<file path="config.mk">
export PLATFORM = sky130hd
export DESIGN_NAME = gate_function_identifier
export DESIGN_NICKNAME = d
export VERILOG_FILES = /design/src/rtl/gate_function_identifier.sv
export SDC_FILE = /design/constraint.sdc
export NUM_CORES = 1
export LEC_CHECK = 0
export CORE_MARGIN = 8
export CORE_UTILIZATION = 50
export CTS_CLUSTER_SIZE = 25
export DETAILED_ROUTE_END_ITERATION = 7
export PLACE_DENSITY = 0.74
export REMOVE_ABC_BUFFERS = 1
export SLEW_MARGIN = 20
export SYNTH_ARGS = -nofsm -noshare
export SYNTH_HDL_FRONTEND = slang
export SYNTH_SLANG_ARGS = --single-unit
</file>
<file path="constraint.sdc">
create_clock -name clk -period 2 [get_ports clk]
set_input_delay 0.5 -clock clk [delete_from_list [all_inputs] [get_ports clk]]
set_output_delay 0.5 -clock clk [all_outputs]
set_load 0.05 [all_outputs]
</file>
<file path="src/rtl/gate_function_identifier.sv">
// Sweeps a 2-input gate through 00,01,10,11, captures its output and decodes the logic function.
// Optional macro GATE_ID_STABILITY_CHECK_EN adds an early-vs-final sample stability check.
module gate_function_identifier #(
  parameter int unsigned SETTLE_CYCLES = 2
) (
  input  logic       clk,
  input  logic       rst,
  input  logic       start,
  input  logic       abort,
  input  logic       dut_y,
  output logic       probe_a,
  output logic       probe_b,
  output logic       busy,
  output logic       done,
  output logic [3:0] truth_table,
  output logic [2:0] gate_code,
  output logic       match,
  output logic       unstable
);

  localparam logic [1:0] S_IDLE   = 2'd0;
  localparam logic [1:0] S_SETTLE = 2'd1;
  localparam logic [1:0] S_SAMPLE = 2'd2;
  localparam logic [1:0] S_DECODE = 2'd3;
  localparam logic [7:0] CNT_LAST = 8'(SETTLE_CYCLES - 1);
  localparam logic [2:0] CODE_UNKNOWN = 3'd7;

  logic [1:0] state_q, state_d;
  logic [7:0] cnt_q, cnt_d;
  logic [1:0] idx_q, idx_d;
  logic       probe_a_q, probe_a_d, probe_b_q, probe_b_d;
  logic       busy_q, busy_d, done_q, done_d;
  logic [3:0] tt_q, tt_d;
  logic [2:0] code_q, code_d;
  logic       match_q, match_d;
`ifdef GATE_ID_STABILITY_CHECK_EN
  logic       early_q, early_d;
  logic       unstable_q, unstable_d;
`endif

  function automatic logic [2:0] decode_tt(input logic [3:0] tt);
    case (tt)
      4'b1000: decode_tt = 3'd0;
      4'b0111: decode_tt = 3'd1;
      4'b1110: decode_tt = 3'd2;
      4'b0001: decode_tt = 3'd3;
      4'b0110: decode_tt = 3'd4;
      4'b1001: decode_tt = 3'd5;
      4'b0011: decode_tt = 3'd6;
      default: decode_tt = CODE_UNKNOWN;
    endcase
  endfunction

  always_comb begin
    state_d   = state_q;
    cnt_d     = cnt_q;
    idx_d     = idx_q;
    probe_a_d = probe_a_q;
    probe_b_d = probe_b_q;
    busy_d    = busy_q;
    done_d    = 1'b0;
    tt_d      = tt_q;
    code_d    = code_q;
    match_d   = match_q;
`ifdef GATE_ID_STABILITY_CHECK_EN
    early_d    = early_q;
    unstable_d = unstable_q;
`endif
    case (state_q)
      S_IDLE: begin
        if (start) begin
          state_d   = S_SETTLE;
          probe_a_d = 1'b0;
          probe_b_d = 1'b0;
          idx_d     = 2'd0;
          cnt_d     = 8'd0;
          tt_d      = 4'b0000;
          busy_d    = 1'b1;
`ifdef GATE_ID_STABILITY_CHECK_EN
          unstable_d = 1'b0;
`endif
        end
      end
      S_SETTLE: begin
        if (abort) begin
          state_d   = S_IDLE;
          probe_a_d = 1'b0;
          probe_b_d = 1'b0;
          busy_d    = 1'b0;
        end else begin
`ifdef GATE_ID_STABILITY_CHECK_EN
          // First settle cycle: probes have had one cycle to propagate.
          if (cnt_q == 8'd0) early_d = dut_y;
`endif
          cnt_d = cnt_q + 8'd1;
          if (cnt_q == CNT_LAST) state_d = S_SAMPLE;
        end
      end
      S_SAMPLE: begin
        if (abort) begin
          state_d   = S_IDLE;
          probe_a_d = 1'b0;
          probe_b_d = 1'b0;
          busy_d    = 1'b0;
        end else begin
          tt_d[idx_q] = dut_y;
`ifdef GATE_ID_STABILITY_CHECK_EN
          if (early_q != dut_y) unstable_d = 1'b1;
`endif
          if (idx_q == 2'd3) begin
            state_d = S_DECODE;
          end else begin
            idx_d                  = idx_q + 2'd1;
            {probe_a_d, probe_b_d} = idx_q + 2'd1;
            cnt_d                  = 8'd0;
            state_d                = S_SETTLE;
          end
        end
      end
      default: begin
`ifdef GATE_ID_STABILITY_CHECK_EN
        code_d = unstable_q ? CODE_UNKNOWN : decode_tt(tt_q);
`else
        code_d = decode_tt(tt_q);
`endif
        match_d   = (code_d != CODE_UNKNOWN);
        done_d    = 1'b1;
        busy_d    = 1'b0;
        probe_a_d = 1'b0;
        probe_b_d = 1'b0;
        state_d   = S_IDLE;
      end
    endcase
  end

  always_ff @(posedge clk or posedge rst) begin
    if (rst) begin
      state_q   <= S_IDLE;
      cnt_q     <= 8'd0;
      idx_q     <= 2'd0;
      probe_a_q <= 1'b0;
      probe_b_q <= 1'b0;
      busy_q    <= 1'b0;
      done_q    <= 1'b0;
      tt_q      <= 4'b0000;
      code_q    <= CODE_UNKNOWN;
      match_q   <= 1'b0;
`ifdef GATE_ID_STABILITY_CHECK_EN
      early_q    <= 1'b0;
      unstable_q <= 1'b0;
`endif
    end else begin
      state_q   <= state_d;
      cnt_q     <= cnt_d;
      idx_q     <= idx_d;
      probe_a_q <= probe_a_d;
      probe_b_q <= probe_b_d;
      busy_q    <= busy_d;
      done_q    <= done_d;
      tt_q      <= tt_d;
      code_q    <= code_d;
      match_q   <= match_d;
`ifdef GATE_ID_STABILITY_CHECK_EN
      early_q    <= early_d;
      unstable_q <= unstable_d;
`endif
    end
  end

  assign probe_a     = probe_a_q;
  assign probe_b     = probe_b_q;
  assign busy        = busy_q;
  assign done        = done_q;
  assign truth_table = tt_q;
  assign gate_code   = code_q;
  assign match       = match_q;
`ifdef GATE_ID_STABILITY_CHECK_EN
  assign unstable = unstable_q;
`else
  assign unstable = 1'b0;
`endif

endmodule

</file>
; ---- Word level (Yosys, flattened, before mapping)
; Index checks and enable logic that the tools add are counted.
[classes]
n_div = 0
bitwise_logic = 0
shifts = 0
mul = 0
magnitude_cmp = 2
addsub = 2
n_eq_ne = 20
muxes = 34
n_reduce_logical = 12
[ops]
columns = cell, n
row1 = 2-to-1 mux 8 bit, 4
row2 = one-hot mux 8 bit (3 select lines), 1
row3 = one-hot mux 3 bit (7 select lines), 1
row4 = 2-to-1 mux 2 bit, 8
row5 = equality test 4 bit (second input constant), 3
row6 = != test 2 bit (second input constant), 5
row7 = 2-to-1 mux 1 bit, 9
row8 = != test 3 bit (second input constant), 3
row9 = adder 8 x 1 -> 8 bit (second input constant), 1
row10 = equality test 4 x 3 -> 1 bit (second input constant), 2
row11 = equality test 8 x 1 -> 1 bit (second input constant), 1
row12 = 2-to-1 mux 4 bit, 2
row13 = one-hot mux 4 bit (2 select lines), 1
row14 = one-hot mux 1 bit (3 select lines), 2
row15 = one-hot mux 2 bit (3 select lines), 1
row16 = AND reduction 3 bit, 2
row17 = AND reduction 5 bit, 1
row18 = bitwise mux 4 bit, 1
row19 = equality test 2 bit (second input constant), 2
row20 = equality test 4 x 1 -> 1 bit (second input constant), 1
row21 = equality test 4 x 2 -> 1 bit (second input constant), 1
row22 = one-hot mux 2 bit (2 select lines), 1
row23 = AND reduction 2 bit, 2
row24 = AND reduction 4 bit, 1
row25 = other kinds (14), 14
[totals]
register_bits = 24
mem_count = 0
output_inout_bits = 13
rom_bits = 0
inputBits = 5
latchBits = 0
wordCells = 80
ramBits = 0

; ---- Depth between registers and ports, before layout
[depth]
ltp_word = 7
mapped_depth = 7
mapped_depth_nobuf = 6

; ---- Least setup slack after synthesis
; No wires, ideal clock.
[synth_path]
path_kind = register to register
from = reg state_q[0]
to = reg cnt_q[6]
t_required_ns = 1.931
arrival_ns = 1.668
setup_time_ns = 0.069
path_stages_with_launch = 8
path_slack_ns = 0.264
path_cell_list = dfrtp_1 -> inv_1 -> ha_1 -> clkbuf_1 -> a21oi_1 -> o211ai_1 -> or4b_1 -> nand3_1
[synth_between]
elab_chain_len = 3
elab_cells_between_ends = 10
classes_between = eq/ne: 6 / mux: 1 / reduce/logical: 3
[synth_lines]
columns = item, line
row1 = from (decl), 28  ; logic [1:0] state_q, state_d;
row2 = from (signal assigned), 153  ; state_q <= state_d;
row3 = "equality test 2 bit, or another cell as far along", 69  ; case (state_q)
row4 = != test 2 bit (no line) / nonzero test 3 bit (equally long branches), --
row5 = AND reduction 5 bit (no line), --
row6 = to (signal assigned), 154  ; cnt_q <= cnt_d;
row7 = to (decl), 29  ; logic [7:0] cnt_q, cnt_d;
; Several ways; a longest one is shown, not always the timed one.
; A chain may end at the register's enable or synchronous reset.

; ---- Worst setup path after layout
[layout_path]
from = reg cnt_q[1]
to = reg state_q[0]
[layout_between]
elab_chain_len = 3
[layout_lines]
columns = item, line
row1 = equality test 8 x 1 -> 1 bit, 96  ; if (cnt_q == CNT_LAST) state_d = S_SAMPLE;
row2 = != test 3 bit (no line), --
row3 = AND reduction 2 bit (no line), --
; Every way passes these cells.

==> results_dict.tcl <==
set metrics [dict create \
    register_area_um2 604 \
    p_leak_nw 0.832 \
    min_period_ns 1.85 \
    finalWorstSetupSlack_ns 0.153 \
    drive_above_1_share_pct 19.7 \
    grt_pass1_vias 1142 \
    synth-seq-cells 24 \
    synth_top_cell_area_share_pct 36.7 \
    fin_nets 194 \
    outcome "finished, final reports clean" \
    ys_top_cells_by_count "dfrtp_1, nand2_1, a21oi_1, inv_1, ha_1" \
    yosysTopAreaCell "dfrtp_1" \
    vias_per_cell 5.75 \
    synth_most_common_cell "dfrtp_1" \
    hp-class "flop to flop" \
    wl_mm 2.92 \
    grt_first_pass_wirelength_mm 4.82 \
    slew-limit-headroom_pct 66.3 \
    drv_cap 0 \
    clock.fmax_mhz 542 \
    cts_setup_buffers 0 \
    startpoint_type "flop" \
    hpwl_mm 2.28 \
    ys_seq_area_share_pct 42.2 \
    top_level_ports 18 \
    worstPathRequired_ns 2.22 \
    antennaDiodeCount 0 \
    synthArstFlopShare_pct 100 \
    drv_slew 0 \
    num_vias 1201 \
    tns_ns 0 \
    synth_flop_cell "dfrtp_1" \
    fillers 234 \
    postPlaceCellArea_um2 1670 \
    grt_max_degree 25 \
    holdBufCountCts 0 \
    grtUsageTotal_pct 11.6 \
    area_growth_pct 20.5 \
    cp_slowest_stage_delay_ns 0.46 \
    cp_cell_sequence "inv_1 > ha_1 > or4b_4 > o41ai_4 > nand2_1 > a22o_1" \
    ys_warn_count 0 \
    first_iter_violations 88 \
    clk_latency_ns 0.31 \
    final_hold_viol_count 0 \
    htreeDepth 1 \
    cts_made_buffers 3 \
    grt_overflow 0 \
    finalPower_mw 2.43 \
    slowest_stage "or4b_4" \
    ant_nets 0 \
    antenna_found_initial 0 \
    drc 0 \
    globalplace.congestion 0.838 \
    dieArea_um2 4830 \
    p_per_area_nw_per_um2 1410 \
    crit_fanout 4 \
    cts_tree "built" \
    yosys.cell_types.count 38 \
    synth_edf_count 0 \
    finalSetupViolCount 0 \
    fin_crit_sh_pct 92.3 \
    rsz0062_at_grt "false" \
    num_rows 19 \
    pre_cts_slack_ns 0.0553 \
    worstMarginPinSlew_ns 0.505 \
    worst_setup_path_end_kind "flop" \
    clock_sinks 24 \
    multi_input_area_um2 756 \
    synthesis.instances 152 \
    drt_pass1_iterations 4 \
    dieWidth_um 69.5 \
    path_class "flop to flop" \
    cts_max_path_buffers 2 \
    syn_area_per_cell_um2 9.42 \
    hold_ws_ns 0.487 \
    synth_area_leaders "dfrtp_1, ha_1, dfstp_2, a21oi_1, nand2_1" \
    port_buffers 16 \
    post-route-cell-area_um2 1730 \
    routedWlPerCell_um 14.0 \
    cts-root-buf "clkbuf_4" \
    cp.arrival_ns 2.07 \
    cts.reportedPaths.clkPinSlew_ns 0.14 \
    skew_ns 0.0125 \
    core_um2 2730 \
    syn-cell-area_um2 1430 \
    ir_drop_mv 1.01 \
    initial_core_util_pct 52.4 \
    fp.dieH_um 69.5 \
]
## critical path: cells and delay by family, from the launching register on
family,cells,cell delay [ns]
DFF,1,0.43
AOI/OAI and AO/OA,2,0.52
and+or+nand+nor,2,0.58
buffers and inverters,1,0.08
adders and majority gates,1,0.14
## state kept, by name, summed over array words and instances (netlist names)
signal and flops:
match 1, idx_q 2, state_q 2, done 1, gate_code 3, busy 1
probe_b 1, truth_table 4, probe_a 1, cnt_q 8
## cell type report
type / count / share of cell area, %
well taps: 31 / 2.25
clock inverters: 1 / 1.74
inverters: 11 / 2.39
repair buffers: 29 / 13.5
multi-input cells: 110 / 43.8
flip-flops and latches: 24 / 35.0
clock buffers: 3 / 1.31
## repair_timing
action,in CTS,in global routing
endpoints found under the hold margin,0,0
gates resized for setup,0,1
endpoints found under the setup margin,0,1
## logic make-up after synthesis
kind of cell / count (synthesis) / synth area share (%)
other cells: 1 / 0.262
fa+ha+maj: 10 / 8.74
compound gates: 37 / 17.7
flops: 24 / 42.2
xor+xnor: 1 / 0.612
mux: 7 / 4.98
simple gates: 54 / 20.5
buf+inv: 18 / 4.98
## worst paths after layout
check                                    startpoint                  endpoint  slack, ns  depth (start not counted)
min in group asynchronous                       rst      cnt_q[3]$_DFFE_PP0P_       0.51                          3
min                        gate_code[1]$_DFFE_PP1P_  gate_code[1]$_DFFE_PP1P_       0.49                          2
max in group asynchronous                       rst  gate_code[2]$_DFFE_PP1P_       1.20                          3
max                            cnt_q[1]$_DFFE_PP0P_    state_q[0]$_DFFE_PP0P_       0.15                          6
min reg2reg                gate_code[1]$_DFFE_PP1P_  gate_code[1]$_DFFE_PP1P_       0.49                          2
max reg2reg                    cnt_q[1]$_DFFE_PP0P_    state_q[0]$_DFFE_PP0P_       0.15                          6
## routing by layer
layer | vias to the layer above | global-route usage, % | wire length [µm]
li1 | 592 | - | -
met1 | 572 | 14.1 | 1340
met2 | 35 | 19.9 | 1420
met3 | 2 | 2.72 | 143
met4 | 0 | 3.42 | 14
met5 | - | 0 | 0
## layout by cell type (no fill, tap or decap), types with 6 or more instances in the layout
cell	count
a21oi_1	14
inv_1	11
ha_1	10
nand3_1	7
buf_4	24
nor2_1	7
o21ai_0	6
dfrtp_1	21
nand2_1	18
mux2i_1	6
## per-stage QoR
stage | cells | utilization [%]
after floorplan | 145 | -
after global placement | 205 | 61.1
after detailed placement | 205 | 61.1
after CTS | 209 | 63.0
after global routing | 209 | 63.1
final | 209 | 63.1
## power breakdown
| group | total, mW | switching [mW] | internal (mW) |
|---|---|---|---|
| Combinational | 1.30 | 0.799 | 0.496 |
| Sequential | 0.782 | 0.139 | 0.643 |
| Clock | 0.350 | 0.148 | 0.202 |
(Power assumes the default switching activity.)
